File: src/rtl/mc_ctrl_pkg.sv
// mc_ctrl_pkg: state codes, opcode/func constants, select encodings and decoded instruction class
package mc_ctrl_pkg;
  typedef enum logic [2:0] {
    S_FETCH  = 3'd0,
    S_DECODE = 3'd1,
    S_EXE    = 3'd2,
    S_MEM    = 3'd3,
    S_WB     = 3'd4
  } state_e;
  localparam logic [5:0] OP_R    = 6'b000000;
  localparam logic [5:0] OP_ORI  = 6'b001101;
  localparam logic [5:0] OP_LUI  = 6'b001111;
  localparam logic [5:0] OP_LW   = 6'b100011;
  localparam logic [5:0] OP_SW   = 6'b101011;
  localparam logic [5:0] OP_BEQ  = 6'b000100;
  localparam logic [5:0] OP_J    = 6'b000010;
  localparam logic [5:0] OP_JAL  = 6'b000011;
  localparam logic [5:0] FN_ADDU = 6'b100001;
  localparam logic [5:0] FN_SUBU = 6'b100011;
  localparam logic [5:0] FN_JR   = 6'b001000;
  localparam logic [1:0] NPC_PC4 = 2'b00;
  localparam logic [1:0] NPC_BEQ = 2'b01;
  localparam logic [1:0] NPC_J   = 2'b10;
  localparam logic [1:0] NPC_JR  = 2'b11;
  localparam logic [2:0] ALU_ADD = 3'b000;
  localparam logic [2:0] ALU_SUB = 3'b001;
  localparam logic [2:0] ALU_OR  = 3'b010;
  localparam logic [2:0] ALU_LUI = 3'b011;
  localparam logic [1:0] A3_RT   = 2'b00;
  localparam logic [1:0] A3_RD   = 2'b01;
  localparam logic [1:0] A3_RA   = 2'b10;
  localparam logic [1:0] WD_ALU  = 2'b00;
  localparam logic [1:0] WD_DM   = 2'b01;
  localparam logic [1:0] WD_PC4  = 2'b10;
  typedef struct packed {
    logic addu;
    logic subu;
    logic ori;
    logic lui;
    logic lw;
    logic sw;
    logic beq;
    logic j;
    logic jr;
    logic jal;
    logic nop;
  } cls_t;
endpackage

File: src/rtl/mc_decode.sv
// mc_decode: maps IR op/func onto a one-hot instruction class; anything unrecognised becomes nop
module mc_decode
  import mc_ctrl_pkg::*;
(
  input  logic [5:0] op_i,
  input  logic [5:0] func_i,
  output cls_t       cls_o
);
  logic r;
  assign r = op_i == OP_R;
  always_comb begin
    cls_o      = '0;
    cls_o.addu = r && func_i == FN_ADDU;
    cls_o.subu = r && func_i == FN_SUBU;
    cls_o.jr   = r && func_i == FN_JR;
    cls_o.ori  = op_i == OP_ORI;
    cls_o.lui  = op_i == OP_LUI;
    cls_o.lw   = op_i == OP_LW;
    cls_o.sw   = op_i == OP_SW;
    cls_o.beq  = op_i == OP_BEQ;
    cls_o.j    = op_i == OP_J;
    cls_o.jal  = op_i == OP_JAL;
    cls_o.nop  = ~|cls_o[10:1];
  end
endmodule

File: src/rtl/mc_ctrl.sv
// mc_ctrl: multi-cycle MIPS control FSM with DM req/ack handshake, MEM timeout and retire counter
module mc_ctrl
  import mc_ctrl_pkg::*;
#(
  parameter int CNT_W  = 32,
  parameter int MEM_TO = 16
) (
  input  logic             clk,
  input  logic             reset,
  input  logic [5:0]       op,
  input  logic [5:0]       func,
  input  logic             mem_ack,
  output logic [2:0]       state,
  output logic             ir_we,
  output logic             ab_we,
  output logic             alur_we,
  output logic             pc_we,
  output logic [1:0]       npc_op,
  output logic [2:0]       alu_ctrl,
  output logic             ext_op,
  output logic             reg_write,
  output logic             mem_read,
  output logic             mem_write,
  output logic [1:0]       mgrf_a3,
  output logic [1:0]       mgrf_wd,
  output logic             malub,
  output logic             mem_err,
  output logic [CNT_W-1:0] retire_cnt
);
  localparam int WW = $clog2(MEM_TO + 1);
  state_e           state_q, state_d;
  logic [WW-1:0]    wcnt_q, wcnt_d;
  logic             err_q, err_d;
  logic [CNT_W-1:0] cnt_q;
  logic             timeout, sel_v;
  cls_t             cls;
  mc_decode u_dec (.op_i(op), .func_i(func), .cls_o(cls));
  assign timeout    = wcnt_q == WW'(MEM_TO);
  assign state      = state_q;
  assign mem_err    = err_q;
  assign retire_cnt = cnt_q;
  // IR is only meaningful from DECODE on, so selects stay 0 in FETCH and illegal states
  assign sel_v    = state_q inside {S_DECODE, S_EXE, S_MEM, S_WB};
  assign alu_ctrl = !sel_v ? ALU_ADD : (cls.subu | cls.beq) ? ALU_SUB : cls.ori ? ALU_OR : cls.lui ? ALU_LUI : ALU_ADD;
  assign ext_op   = sel_v & (cls.lw | cls.sw);
  assign malub    = sel_v & (cls.ori | cls.lui | cls.lw | cls.sw);
  assign mgrf_a3  = !sel_v ? A3_RT : (cls.addu | cls.subu) ? A3_RD : cls.jal ? A3_RA : A3_RT;
  assign mgrf_wd  = !sel_v ? WD_ALU : cls.lw ? WD_DM : cls.jal ? WD_PC4 : WD_ALU;
  always_comb begin
    state_d   = S_FETCH;
    wcnt_d    = '0;
    err_d     = err_q;
    ir_we     = 1'b0;
    ab_we     = 1'b0;
    alur_we   = 1'b0;
    pc_we     = 1'b0;
    reg_write = 1'b0;
    mem_read  = 1'b0;
    mem_write = 1'b0;
    npc_op    = NPC_PC4;
    case (state_q)
      S_FETCH: begin
        ir_we   = 1'b1;
        state_d = S_DECODE;
      end
      S_DECODE: begin
        ab_we   = 1'b1;
        pc_we   = cls.j | cls.jr | cls.nop;
        npc_op  = cls.j ? NPC_J : cls.jr ? NPC_JR : NPC_PC4;
        state_d = pc_we ? S_FETCH : cls.jal ? S_WB : S_EXE;
      end
      S_EXE: begin
        alur_we = 1'b1;
        pc_we   = cls.beq;
        npc_op  = cls.beq ? NPC_BEQ : NPC_PC4;
        state_d = cls.beq ? S_FETCH : (cls.lw | cls.sw) ? S_MEM : S_WB;
      end
      S_MEM: begin
        // once the wait budget is spent the request drops and the instruction retires without write-back
        mem_read  = cls.lw & ~timeout;
        mem_write = cls.sw & ~timeout;
        pc_we     = timeout | (mem_ack & mem_write);
        state_d   = pc_we ? S_FETCH : (mem_ack & mem_read) ? S_WB : S_MEM;
        wcnt_d    = state_d == S_MEM ? wcnt_q + 1'b1 : '0;
        err_d     = err_q | (wcnt_d == WW'(MEM_TO));
      end
      S_WB: begin
        reg_write = 1'b1;
        pc_we     = 1'b1;
        npc_op    = cls.jal ? NPC_J : NPC_PC4;
      end
      default: ;
    endcase
    if (reset) begin
      ir_we     = 1'b0;
      ab_we     = 1'b0;
      alur_we   = 1'b0;
      pc_we     = 1'b0;
      reg_write = 1'b0;
      mem_read  = 1'b0;
      mem_write = 1'b0;
    end
  end
  always_ff @(posedge clk) begin
    if (reset) begin
      state_q <= S_FETCH;
      wcnt_q  <= '0;
      err_q   <= 1'b0;
      cnt_q   <= '0;
    end else begin
      state_q <= state_d;
      wcnt_q  <= wcnt_d;
      err_q   <= err_d;
      cnt_q   <= cnt_q + CNT_W'(pc_we);
    end
  end
endmodule

File: config.mk
export PLATFORM = sky130hd
export DESIGN_NAME = mc_ctrl
export DESIGN_NICKNAME = d
export VERILOG_FILES = /design/src/rtl/mc_ctrl_pkg.sv /design/src/rtl/mc_decode.sv /design/src/rtl/mc_ctrl.sv
export SDC_FILE = /design/constraint.sdc
export NUM_CORES = 1
export LEC_CHECK = 0
export ABC_AREA = 1
export CORE_MARGIN = 3
export CORE_UTILIZATION = 53
export DETAILED_ROUTE_END_ITERATION = 10
export PLACE_DENSITY = 0.86
export SYNTH_ARGS = -nofsm -noshare
export SYNTH_HDL_FRONTEND = slang
export SYNTH_HIERARCHICAL = 1
export SYNTH_SLANG_ARGS = --single-unit
File: constraint.sdc
create_clock -name clk -period 6.5 [get_ports clk]
set_input_delay 1.3 -clock clk [delete_from_list [all_inputs] [get_ports clk]]
set_output_delay 1.3 -clock clk [all_outputs]
set_load 0.02 [all_outputs]
==> results of run 1 <==
## cell usage after synthesis, types with 3 or more instances
library cell,instances
nor2_4,6
nand3_1,19
nand2_2,7
inv_1,55
nand4_1,5
clkbuf_1,4
nor2_1,90
nand3b_1,12
xor2_1,4
xnor2_1,3
nor2_2,10
a21oi_1,23
nand2_1,119
dfxtp_1,41
ha_1,4
nor3_1,5
o21ai_0,11
## worst max path at each step
stage | endpoint | slack [ps] | from
CTS | pc_we | 1630 | op[1]
detailed placement | pc_we | 1630 | op[1]
floorplan | retire_cnt[16] | 2840 | op[4]
finish | pc_we | 1610 | op[1]
global placement | pc_we | 1680 | op[1]
global route | pc_we | 1360 | op[1]
## registers in the layout, summed over array words and instances (netlist names)
signal and cells:
mem_err 1, retire_cnt 32, state 3, wcnt_q 5
## kinds of logic after synthesis
group,share of synthesized area (%)
other,0.140
adders and majority gates,1.86
xor gates and xnor gates,2.28
DFF,30.6
buffers and inverters,8.66
and+or+nand+nor,48.8
AOI/OAI and AO/OA,7.69
## per-layer routing
metal | up-vias | part of all wire (%) | track usage, %
li1 | 1502 | - | -
met1 | 1379 | 43 | 30.3
met2 | 95 | 50 | 43.7
met3 | 8 | 5.5 | 5.05
met4 | 0 | 1.3 | 6.76
met5 | - | 0 | 0
## per-stage QoR
stage               cell area [sq um]  util (%)
floorplan                        2690         -
global placement                 3430      71.1
detailed placement               3430      71.1
CTS                              3540      73.5
global route                     3540      73.5
finish                           3540      73.5
## placed cells by master, fill, tap and decap left out, types with 2 or more instances in the layout
| cell type | count |
|---|---|
| nand2_1 | 119 |
| nor2_1 | 90 |
| clkdlybuf4s50_1 | 67 |
| inv_1 | 55 |
| dfxtp_1 | 41 |
| a21oi_1 | 23 |
| nand3_1 | 19 |
| nand3b_1 | 12 |
| o21ai_0 | 11 |
| nor2_2 | 10 |
| nand2_2 | 7 |
| nor2_4 | 6 |
| clkbuf_8 | 6 |
| nor3_1 | 5 |
| nand4_1 | 5 |
| xor2_1 | 4 |
| ha_1 | 4 |
| xnor2_1 | 3 |
| nand2_4 | 2 |
| o21a_1 | 2 |
| nor3_2 | 2 |
| nor3_4 | 2 |
## worst reg2reg max path: cells and delay by family, from the launching register on
family	cells	cell delay (ps)
buffers and inverters	1	60
adders and majority gates	2	620
DFF	1	420
AOI/OAI and AO/OA	1	110
and+or+nand+nor	8	1310
xor gates and xnor gates	1	160
## area by class of cell
type                    instances  area, sq um
inverters                      56          210
clock inverters                 1         30.0
fillers                       416         1270
repair buffers                 68          678
clock buffers                   7         86.3
well taps                      67         83.8
flip-flops and latches         41          821
multi-input cells             335         1630
## power by group through the flow
stage	Clock [mW]	Combinational [mW]	Sequential [mW]
2_1_floorplan	0	0.0219	0.262
3_5_place_dp	0	0.0455	0.260
6_report	0.215	0.0455	0.254
4_1_cts	0.215	0.0457	0.254
3_3_place_gp	0	0.0444	0.260
5_1_grt	0.227	0.0508	0.255
==> results.tsv, run 1 <==
metric	value	unit
status	complete, no violations	
TNS Setup	0	ps
measured slew at the worst slew-check pin	611	ps
Area contributors post-synth	dfxtp_1 (31%), nand2_1 (17%), nor2_1 (13%), inv_1 (7.7%), a21oi_1 (4.3%)	
CP max FO	5	
Post-Syn Nets	456	
final hold vios	0	
fmax	0.204	GHz
DR vias	2984	
core area	4820	sq um
Synth Area per Inst	6.15	sq um
Slew HR	59.1	%
clock-pin slew on the worst setup and hold paths	80	ps
Crit path top cell by count	nor2_1	
Area growth syn-to-layout	31.9	%
max_cap viols	0	
DRT Pass-1 Iters	6	
ys flop type	dfxtp_1	
cell count along the critical path	12	
ant diodes	0	
Max Root-Sink Buffers	2	
largest net degree at the start of global routing	20	
initial antenna violation count	0	
Clock power frac	41.8	%
Synth warnings	6	
placed cell count	567	
reg-to-reg setup timing slack	3710	ps
die width	77.2	um
layout cells sized above 1	7.87	%
Hold Worst Slack	477	ps
asr flop ratio synth	0	%
Final ANT Viol Nets	0	
hold path startpoint	retire_cnt[31]	
nets@finish	526	
Net Sw Power	118	uW
CP Cell Sequence	clkdlybuf4s50_1 > nand2_1 > nor2_1 > nand2_1 > nor2_1 > nand2_1 > inv_1 > a21oi_1 > o21ai_0 > nor2_1 > nor2_1 > clkdlybuf4s50_1	
initial core utilization	55.8	%
IO Port Bufs	67	
worst r2r src	state[1]	
Post-synth EDFFs	0	
CP startpoint kind	input port	
top-area cell type share of the netlist area	30.6	%
crit end category	primary output	
total power draw	515	uW
Finish-stage setup viols	0	
Crit-path slowest cell	clkdlybuf4s50_1	
crit share post-route	75.2	%
crit path DAT	3590	ps
Synth cell types	32	
worst clock skew	12.8	ps
TritonCTS clock tree	built	
number of vias per cell	5.19	
initial drt markers	197	
Row Count	25	
leakage	1.35	nW
Setup Buffers After CTS	0	
worst slack, placed	1630	ps
gpl congestion	0.955	
Post-Layout Cell Count	575	
Sw Share	22.9	%
DP Wirelength	5.72	mm
Worst VDD drop	0.000140	V
Syn Inst Count	437	
Seq pwr share	49.3	%
hold buffer count at CTS	0	
Hold EP	retire_cnt[31]	
H-Tree Level Count	2	
RSZ-0062 raised after global routing	no	
Pint	397	uW
clk_lat worst skew	300	ps
CTS Buf Count	5	
Crit Path Class	in2out	
chip height	77.2	um
required time of the critical path	5200	ps
Worst R2R End	retire_cnt[16]	
Combinational Power Share	8.8	%
Tmin final	4890	ps
CTS Sinks	41	
die area	5960	sq um
Slew Viols, Final	0	
setup ws final	1610	ps
power density over the cells	145	nW/um^2
critical path buffer and inverter count	3	
synthesized area	2690	sq um
drt wl/cell	12.5	um
post-CTS sizing	0	
GRT Residual Overflow	0	
Yosys reg bits	41	
hold depth	2	
DRC	0	
vias in the first global route	2702	
Crit path max-delay family	buffers and inverters	
first-pass GRT wire length	12.1	mm
Root Buffer	clkbuf_8	
Min-Delay Path Class	reg2reg	
I/O pin cnt	69	
GR Util All Layers	24.8	%
R2R cell count	13	
Yosys top cell by area	dfxtp_1	
DRT Wirelength	7.20	mm
Seq/Total Area, Yosys	30.6	%
Max stage delay on crit path	650	ps
(Power assumes the default switching activity.)
==> inputs of run 2 (changes only) <==
CORE_UTILIZATION = 45   (was 53)
PLACE_DENSITY = 0.77   (was 0.86)
clock period = 3.95 ns   (was 6.5 ns; I/O delays follow)
==> results.tsv, run 2 (same netlist as run 1, synthesis figures left out) <==
metric	value	unit
final hold vios	0	
I/O pin cnt	69	
status	complete, no violations	
Register Area	821	sq um
most frequent cells in the layout	nand2_1 (119), nor2_1 (90), clkdlybuf4s50_1 (66)	
crit share post-route	92.1	%
leakage	1.37	nW
ant diodes	0	
Crit Path Class	in2out	
max reg flops	32	
IO Port Bufs	67	
GR Util All Layers	21.6	%
max_cap viols	0	
nets@finish	527	
area of the multi-input gates	1630	sq um
initial core utilization	47.6	%
CP startpoint kind	input port	
power density over the cells	238	nW/um^2
initial antenna violation count	0	
DRT Wirelength	7.30	mm
largest net degree at the start of global routing	30	
Hold Worst Slack	469	ps
Row Count	27	
TritonCTS clock tree	built	
DR vias	2964	
DRC	0	
gpl congestion	0.951	
TNS Setup	0	ps
crit end category	primary output	
total power draw	846	uW
fin area	3560	sq um
vias in the first global route	2800	
required time of the critical path	3160	ps
fmax	0.275	GHz
chip height	83.3	um
Slew Viols, Final	0	
CP Cell Sequence	clkdlybuf4s50_1 > nand2_1 > nor2_1 > nand2_1 > nor2_1 > nor2_1 > inv_1 > o21ai_0 > inv_1 > clkdlybuf4s50_1	
Setup Buffers After CTS	0	
fin util	63.1	%
number of vias per cell	5.10	
initial drt markers	147	
Max Root-Sink Buffers	2	
Root Buffer	clkbuf_8	
die area	6930	sq um
core area	5640	sq um
CTS Buf Count	5	
placed cell count	573	
clk_lat worst skew	290	ps
layout cells sized above 1	8.06	%
DP Wirelength	5.76	mm
Max stage delay on crit path	590	ps
Final ANT Viol Nets	0	
crit path DAT	2850	ps
setup ws final	313	ps
drt wl/cell	12.6	um
RSZ-0062 raised after global routing	no	
GRT Residual Overflow	0	
CP max FO	5	
commonest non-fill, non-tap cell in the layout	nand2_1	
Min-Delay Path Class	reg2reg	
CTS Sinks	41	
worst slack, placed	135	ps
Crit-path slowest cell	clkdlybuf4s50_1	
first-pass GRT wire length	12.5	mm
die width	83.3	um
Area growth syn-to-layout	32.5	%
clock-pin slew on the worst setup and hold paths	80	ps
DRT Pass-1 Iters	5	
Tmin final	3640	ps
Post-Layout Cell Count	581	
Finish-stage setup viols	0	
FILL cells	512	
worst clock skew	5.35	ps
H-Tree Level Count	2	
DP Area	3440	sq um
Crit path top cell by count	nor2_1	
Worst VDD drop	0.000155	V
## run 2: cell types whose count changed in the layout (fill, tap and decap cells not counted), sizes merged
cell / previous run / this run
buf: 1 / 2
clkdlybuf4s50: 67 / 66
dlymetal6s2s: 0 / 1
## run 2: layer usage
metal,track usage [%],vias up,routed length [um]
li1,-,1510,-
met1,25.6,1349,3110
met2,38.3,90,3560
met3,3.27,15,426
met4,9.06,0,204
met5,0,-,0
## run 2: worst paths after layout
path,startpoint,end,slack (ps),depth (start not counted)
min,mem_err,mem_err,470,2
max,op[1],malub,310,10
max reg2reg,state[1],retire_cnt[16],1420,13
min reg2reg,mem_err,mem_err,470,2
## run 2: critical path, delay by kind of cell
family                 cells  cell delay, ps
AOI/OAI and AO/OA          1              90
buffers and inverters      4            1330
and+or+nand+nor            5             650
## run 2: cell type report
class                   count  area share, %
clock inverters             1          0.844
well taps                  72           2.53
repair buffers             69           19.3
clock buffers               7           2.43
inverters                  56           5.91
flip-flops and latches     41           23.1
multi-input cells         335           45.9
## run 2: report_power, final
group / total, mW / internal, mW / switching, mW
clock: 0.352 / 0.206 / 0.146
combinational: 0.0753 / 0.0322 / 0.0431
sequential: 0.418 / 0.415 / 0.00285
## run 2: repair_timing
item                       4_1_cts  5_1_grt
hold buffers                     0        0
resized for setup                0        1
setup endpoints to repair        0        1
hold endpoints to repair         0        0
